==> config.mk <==
export PLATFORM = sky130hd
export DESIGN_NAME = sha512_msg_padder
export DESIGN_NICKNAME = d
export VERILOG_FILES = /design/src/rtl/sha512_pkg.sv /design/src/rtl/sha512_pad_lastword.sv /design/src/rtl/sha512_msg_padder.sv
export SDC_FILE = /design/constraint.sdc
export NUM_CORES = 2
export LEC_CHECK = 0
export ABC_CLOCK_PERIOD_IN_PS = 7400
export CAP_MARGIN = 20
export CORE_AREA = 2 2 426 428
export CTS_BUF_LIST = sky130_fd_sc_hd__clkbuf_8
export CTS_CLUSTER_DIAMETER = 120
export DETAILED_ROUTE_END_ITERATION = 8
export DIE_AREA = 0 0 428 430
export PLACE_DENSITY = 0.4
export SYNTH_ARGS = -nofsm -noshare
export SYNTH_HDL_FRONTEND = slang
export SYNTH_HIERARCHICAL = 1
export SYNTH_SLANG_ARGS = --single-unit
==> constraint.sdc <==
create_clock -name clock -period 7.4 [get_ports clock]
set_input_delay 0.74 -clock clock [delete_from_list [all_inputs] [get_ports clock]]
set_output_delay 0.74 -clock clock [all_outputs]
set_load 0.1 [all_outputs]
==> src/rtl/sha512_pkg.sv <==
// Shared constants and state encoding for the SHA-512 message padder.
package sha512_pkg;
    localparam int WORD_W      = 64;
    localparam int BLOCK_WORDS = 16;
    localparam int BLOCK_W     = 1024;
    localparam int LEN_FIELD_W = 128;
    localparam logic [7:0]        PAD_BYTE = 8'h80;
    localparam logic [WORD_W-1:0] PAD_WORD = {PAD_BYTE, 56'h0};

    typedef enum logic [1:0] {S_FILL, S_PAD, S_LEN, S_EMIT} pad_state_t;
endpackage

==> src/rtl/sha512_pad_lastword.sv <==
// Final-word shaping: keeps the first nbytes bytes (MSB-aligned), puts 0x80 at byte nbytes.
// nbytes >= 8 passes the word through untouched.
module sha512_pad_lastword
    import sha512_pkg::*;
(
    input  logic [WORD_W-1:0] data,
    input  logic [3:0]        nbytes,
    output logic [WORD_W-1:0] word
);
    always_comb begin
        word = '0;
        for (int i = 0; i < 8; i++) begin
            if (4'(i) < nbytes)
                word[WORD_W-1-8*i -: 8] = data[WORD_W-1-8*i -: 8];
            else if (4'(i) == nbytes)
                word[WORD_W-1-8*i -: 8] = PAD_BYTE;
        end
    end
endmodule

==> src/rtl/sha512_msg_padder.sv <==
// SHA-512 padder: 64-bit word stream in, padded 1024-bit blocks out.
// SHA512_PAD_BSWAP_EN: byte-reverse in_data on entry for a little-endian host bus.
module sha512_msg_padder
    import sha512_pkg::*;
#(
    parameter int LEN_W = 64
) (
    input  logic               clock,
    input  logic               reset,
    input  logic               in_valid,
    output logic               in_ready,
    input  logic [WORD_W-1:0]  in_data,
    input  logic               in_last,
    input  logic [3:0]         in_nbytes,
    output logic               out_valid,
    input  logic               out_ready,
    output logic [BLOCK_W-1:0] out_block,
    output logic               out_first,
    output logic               out_last,
    output logic               busy
);
    pad_state_t state_q, state_d;
    logic [4:0]       widx_q, widx_d;
    logic [LEN_W-1:0] cnt_q, cnt_d;
    // Ascending packed range so word 0 sits in the MSBs of out_block.
    logic [0:BLOCK_WORDS-1][WORD_W-1:0] blk_q, blk_d;
    logic pad_pending_q, pad_pending_d;
    logic post_emit_q, post_emit_d;
    logic first_armed_q, first_armed_d;
    logic out_last_q, out_last_d;
    logic busy_q, busy_d;

    logic [WORD_W-1:0]      in_word, shaped_word;
    logic [3:0]             nb_eff, nb_word;
    logic [LEN_FIELD_W-1:0] len_bits;

`ifdef SHA512_PAD_BSWAP_EN
    always_comb begin
        in_word = '0;
        for (int i = 0; i < 8; i++)
            in_word[8*i +: 8] = in_data[WORD_W-8-8*i +: 8];
    end
`else
    assign in_word = in_data;
`endif

    assign nb_eff   = (in_nbytes > 4'd8) ? 4'd8 : in_nbytes;
    assign nb_word  = in_last ? nb_eff : 4'd8;
    assign len_bits = LEN_FIELD_W'(cnt_q) << 3;

    sha512_pad_lastword u_lastword (
        .data   (in_word),
        .nbytes (nb_word),
        .word   (shaped_word)
    );

    always_comb begin
        state_d       = state_q;
        widx_d        = widx_q;
        cnt_d         = cnt_q;
        blk_d         = blk_q;
        pad_pending_d = pad_pending_q;
        post_emit_d   = post_emit_q;
        first_armed_d = first_armed_q;
        out_last_d    = out_last_q;
        busy_d        = busy_q;
        case (state_q)
            S_FILL: if (in_valid) begin
                blk_d[widx_q[3:0]] = shaped_word;
                widx_d = widx_q + 5'd1;
                cnt_d  = cnt_q + LEN_W'(nb_word);
                busy_d = 1'b1;
                if (!in_last) begin
                    if (widx_d == 5'd16) begin
                        state_d    = S_EMIT;
                        out_last_d = 1'b0;
                    end
                end else if (nb_eff == 4'd8) begin
                    pad_pending_d = 1'b1;
                    state_d       = S_PAD;
                end else begin
                    state_d = (widx_d <= 5'd14) ? S_LEN : S_PAD;
                end
            end
            S_PAD: begin
                // A full buffer has no slot for the pad word; flush it and continue after.
                if (widx_q[4]) begin
                    state_d     = S_EMIT;
                    out_last_d  = 1'b0;
                    post_emit_d = 1'b1;
                end else begin
                    blk_d[widx_q[3:0]] = pad_pending_q ? PAD_WORD : '0;
                    pad_pending_d = 1'b0;
                    widx_d = widx_q + 5'd1;
                    if (widx_d == 5'd14) begin
                        state_d = S_LEN;
                    end else if (widx_d == 5'd16) begin
                        state_d     = S_EMIT;
                        out_last_d  = 1'b0;
                        post_emit_d = 1'b1;
                    end
                end
            end
            S_LEN: begin
                for (int i = 0; i < 14; i++)
                    if (5'(i) >= widx_q) blk_d[i] = '0;
                blk_d[14]  = len_bits[127:64];
                blk_d[15]  = len_bits[63:0];
                widx_d     = 5'd16;
                state_d    = S_EMIT;
                out_last_d = 1'b1;
            end
            S_EMIT: if (out_ready) begin
                blk_d         = '0;
                widx_d        = 5'd0;
                state_d       = post_emit_q ? S_PAD : S_FILL;
                post_emit_d   = 1'b0;
                first_armed_d = out_last_q;
                out_last_d    = 1'b0;
                if (out_last_q) begin
                    cnt_d  = '0;
                    busy_d = 1'b0;
                end
            end
            default: ;
        endcase
    end

    always_ff @(posedge clock) begin
        if (reset) begin
            state_q       <= S_FILL;
            widx_q        <= '0;
            cnt_q         <= '0;
            blk_q         <= '0;
            pad_pending_q <= 1'b0;
            post_emit_q   <= 1'b0;
            first_armed_q <= 1'b1;
            out_last_q    <= 1'b0;
            busy_q        <= 1'b0;
        end else begin
            state_q       <= state_d;
            widx_q        <= widx_d;
            cnt_q         <= cnt_d;
            blk_q         <= blk_d;
            pad_pending_q <= pad_pending_d;
            post_emit_q   <= post_emit_d;
            first_armed_q <= first_armed_d;
            out_last_q    <= out_last_d;
            busy_q        <= busy_d;
        end
    end

    assign in_ready  = (state_q == S_FILL);
    assign out_valid = (state_q == S_EMIT);
    assign out_block = blk_q;
    assign out_first = out_valid && first_armed_q;
    assign out_last  = out_last_q;
    assign busy      = busy_q;
endmodule

Word level (Yosys, flattened, before mapping)
Index checks and enable logic that the tools add are counted.
Storage, ports and cells
  register bits after elaboration: 1100
  output and inout port bits: 1029
  word-level logic and storage cells: 197
  input port bits: 73
Cells by class
  order comparisons: 26
  reduce and logical (&&, ||, !) cells: 28
  mux-type cells: 79
  equal/unequal tests: 36
  add/sub/neg operators: 2
  bitwise gates (word level): 1
Operator list (count)
  1024-bit case mux with 4 select lines: 1
  1024-bit 2-to-1 mux: 3
  1024-bit bitwise mux: 2
  64-bit 2-to-1 mux: 19
  64-bit demux with 4-bit select: 1
  8-bit 2-to-1 mux: 16
  64-bit case mux with 2 select lines: 1
  4-bit AND reduction: 17
  64-bit by 4-bit adder with 64-bit output: 1
  2-bit != test, second input constant: 17
  4-bit by 5-bit >= comparator with 1-bit output, first input constant: 6
  3-bit by 5-bit >= comparator with 1-bit output, first input constant: 4
  5-bit case mux with 4 select lines: 1
  1-bit 2-to-1 mux: 17
  3-bit by 4-bit equality test with 1-bit output, first input constant: 4
  3-bit by 4-bit < comparator with 1-bit output, first input constant: 4
  2-bit 2-to-1 mux: 8
  5-bit 2-to-1 mux: 3
  1-bit by 5-bit >= comparator with 1-bit output, first input constant: 2
  2-bit by 5-bit >= comparator with 1-bit output, first input constant: 2
  2-bit by 4-bit equality test with 1-bit output, first input constant: 2
  1-bit by 4-bit < comparator with 1-bit output, first input constant: 2
  2-bit by 4-bit < comparator with 1-bit output, first input constant: 2
  4-bit 2-to-1 mux: 2
  24 further kinds: 35

Logic depth before layout (Yosys ltp)
  depth after elaboration: 9
  depth in mapped cells: 12
  mapped depth without buffers: 11

Modules after synthesis
The synthesis kept the hierarchy.
Modules (own cells, without submodules)
  sha512_msg_padder: seq. area each 22021.1 µm², instances 1, area an instance 38067.8 µm², cells an instance 3729
  sha512_pad_lastword: seq. area each 0.0 µm², instances 1, area an instance 579.3 µm², cells an instance 88

Worst setup path after synthesis
No wires, ideal clock.
  path kind: in2reg
  from: input port in_last
  to: register cnt_q[60]
  required time: 7.330 ns
  arrival time: 3.499 ns
  setup slack: 3.830 ns
  path buffers: 1
  setup time: 0.070 ns
  cell stages on the path: 12
  cell sequence: nor2b_1 > and2_1 > ha_1 > inv_1 > fa_1 > nor2b_1 > nor3_1 > or4_4 > or3_4 > buf_6 > or3_1 > a21oi_1
On the way
  cells in the longest elaborated chain, start to end: 4
Ends and longest elaborated chain
  start: declaration: line sha512_msg_padder.sv:13  | input logic in_last,
  4-bit 2-to-1 mux: line sha512_msg_padder.sv:48  | assign nb_word = in_last ? nb_eff : 4'd8;
  via nb_word[0]: line sha512_msg_padder.sv:34  | logic [3:0] nb_eff, nb_word;
  64-bit by 4-bit adder with 64-bit output: line sha512_msg_padder.sv:71  | cnt_d = cnt_q + LEN_W'(nb_word);
  64-bit 2-to-1 mux: line sha512_msg_padder.sv:68  | S_FILL: if (in_valid) begin
  64-bit case mux with 2 select lines: line sha512_msg_padder.sv:67  | case (state_q)
  end signal: assignment: line sha512_msg_padder.sv:143  | cnt_q <= cnt_d;
  end: declaration: line sha512_msg_padder.sv:24  | logic [LEN_W-1:0] cnt_q, cnt_d;
The timed path passes the listed nets, and every way through them passes these cells. The select of a mux whose other input is x is not followed.
A chain may end at the register's enable or synchronous reset.

Final worst setup path
  from: register state_q[1]
  to: output port in_ready
On the way
  cells in the longest elaborated chain, start to end: 1
Ends and longest elaborated chain
  start: declaration: line sha512_msg_padder.sv:22  | pad_state_t state_q, state_d;
  start signal: assignment: line sha512_msg_padder.sv:141  | state_q <= state_d;
  2-bit logical NOT: line sha512_msg_padder.sv:153  | assign in_ready = (state_q == S_FILL);
  end: declaration: line sha512_msg_padder.sv:11  | output logic in_ready,
Every way passes these cells.

==> impl_metrics.toml <==
[critical_path]
crit_fanout = 65
crit_required_ns = 6.66
crit_type = "reg2out"
critPathCaptureType = "primary output"
cp.arrival_ns = 3.67
cp-start-kind = "flop"

[grt]
track_usage_pct = 21.4
overflow = 0
grt_max_degree = 158
grt_pass1_vias = 33400
grt_pass1_wl_um = 282000
antenna_found_initial = 24

[logic_synthesis]
async_flop_share_pct = 0
synth_edf_count = 0
syn_avg_cell_area_um2 = 10.1
synthTopCellsByArea = "dfxtp_1, a22o_1, a22oi_1"
syn-num-nets = 3900
yosysTopAreaCell = "dfxtp_1"
syn_inst = 3817
ys.flop_type = "dfxtp_1"
synth_cell_types = 76
synth_common_cells = "dfxtp_1, a22o_1, nor2_1"
netlist_area_um2 = 38600
yosysMostFrequentCell = "dfxtp_1"
synth_top_area_share_pct = 57.0
ys_ff_latch = 1100
ys_warn_count = 6
yosysSeqAreaShare_pct = 57.0

[timing]
period_share_pct = 59.6
max_freq_ghz = 0.227
final_hold_viol_count = 0
max_slew_margin_pct = 21.4
hold_slack_ns = 0.170
fin_worst_skew_ns = 0.0361
setup_viol = 0
drv_slew = 0
fin_crit_ns = 4.41
fin_setup_tns_ns = 0
tightest_slew_ns = 1.18
rsz0062_at_grt = "false"

[drt]
drc = 0
vias = 35000
wire_per_inst_um = 28.2
antenna_left = 0
drt_iter0_drc = 2380
via_per_inst = 4.77
drt_pass1_iterations = 5
drt_wl_total_um = 207000

[power]
ir_drop_uv = 169
p_leak_nw = 20.1
power_density_nw_per_um2 = 255

[place]
io_buffer_count = 1101
finalWeightedCongestion = 0.840
dp_hpwl_um = 144000
place_inst = 6951

[clock_tree]
clk_pin_slew_ns = 0.06
h-tree-depth = 4
clockBufferDepth = 3
ctsRootBufferMaster = "clkbuf_8"
cts_setup_buffers = 0
clk_latency_ns = 0.99
clock-sinks = 1100
holdBufCountCts = 0
cts_inserted_buffers = 204
cts_tree = "done"
cts_resized = 0

[floorplan]
io_pins = 1102
fp.dieW_um = 428
die_h_um = 430
coreArea_um2 = 180000
start_util_pct = 21.5
die_area_um2 = 184000
num_rows = 156

[worst_hold_path]
worst_hold_path_type = "in2reg"

[finish]
drive_gt1_share_pct = 8.44
nets = 4870
final_cells = 7323
areaGrowthSynthToFinish_pct = 44.5

[status]
status = "finished clean"

[run]
drv_cap = 0
-- placed cells by master (no fill, tap or decap), drive strengths merged, types with 9 or more instances in the layout --
| cell type | instances |
|---|---|
| dfxtp | 1100 |
| nor2b | 53 |
| buf | 66 |
| ha | 9 |
| diode | 14 |
| nand2 | 192 |
| nand4 | 14 |
| clkinv | 13 |
| or3 | 19 |
| a22oi | 325 |
| a211oi | 9 |
| a22o | 642 |
| mux2 | 13 |
| inv | 117 |
| o211ai | 22 |
| or2 | 14 |
| and3 | 18 |
| clkbuf | 242 |
| clkdlybuf4s50 | 1090 |
| nor2 | 456 |
| a21oi | 63 |
| o31ai | 71 |
| o21ai | 81 |
| nor3 | 14 |
| nand3 | 111 |
| and2 | 75 |
-- report_power, final --
group	internal, mW	switching, mW
sequential	6.01	0.0612
clock	3.17	2.80
combinational	0.382	1.80
total	9.56	4.66
-- final cells by class --
class	count	area, um^2
sequential	1100	22000
antenna	14	35.0
multi-input combinational	2300	15200
clock buffer	242	3330
timing repair buffer	1156	11500
tap	2370	2970
clock inverter	116	718
inverter	25	96.3
fill	18700	124000
-- per-stage QoR --
stage / utilization, % / worst slack [ns] / area, um^2 / power, mW
6_report: 31.1 / 2.99 / 55900 / 14.2
4_1_cts: 31.1 / 2.88 / 55800 / 14.5
3_3_place_gp: 28.8 / 2.53 / 51700 / 8.41
5_1_grt: 31.1 / 2.83 / 55900 / 14.8
2_1_floorplan: - / 3.83 / 38600 / 7.51
3_5_place_dp: 28.8 / 2.47 / 51800 / 8.40
-- worst paths after layout --
kind / slack (ns) / to / cells past startpoint / start
min: 0.17 / flop / 2 / reset
max: 2.99 / in_ready / 3 / state_q[1]
min reg2reg: 0.47 / flop / 2 / flop
max reg2reg: 3.54 / flop / 7 / state_q[1]
-- critical path, cell delays in order (launching register included) --
cell             delay (ns)
dfxtp_1                0.47
or2_2                  0.41
inv_4                  0.50
clkdlybuf4s50_1        1.27
-- cells by family after synthesis --
group | count (synthesis) | share of synthesized area (%)
XOR/XNOR | 5 | 0.113
flip-flops | 1100 | 57.0
adder cells (fa/ha/maj) | 10 | 0.343
multiplexers | 15 | 0.431
AO/OA/AOI/OAI | 1266 | 25.9
buffers and inverters | 417 | 4.29
AND/OR/NAND/NOR | 1004 | 12.0
-- per-layer routing --
metal  vias to the layer above  share of wire [%]  routed length, um  track usage, %
met4                         0                3.3               6790            7.69
li1                      15900                  -                  -               -
met2                      1286                 47              97200            34.9
met3                       293                7.0              14400            6.22
met5                         -                  0                  0               0
met1                     17400                 43              88100            26.7
(Power assumes the default switching activity.)
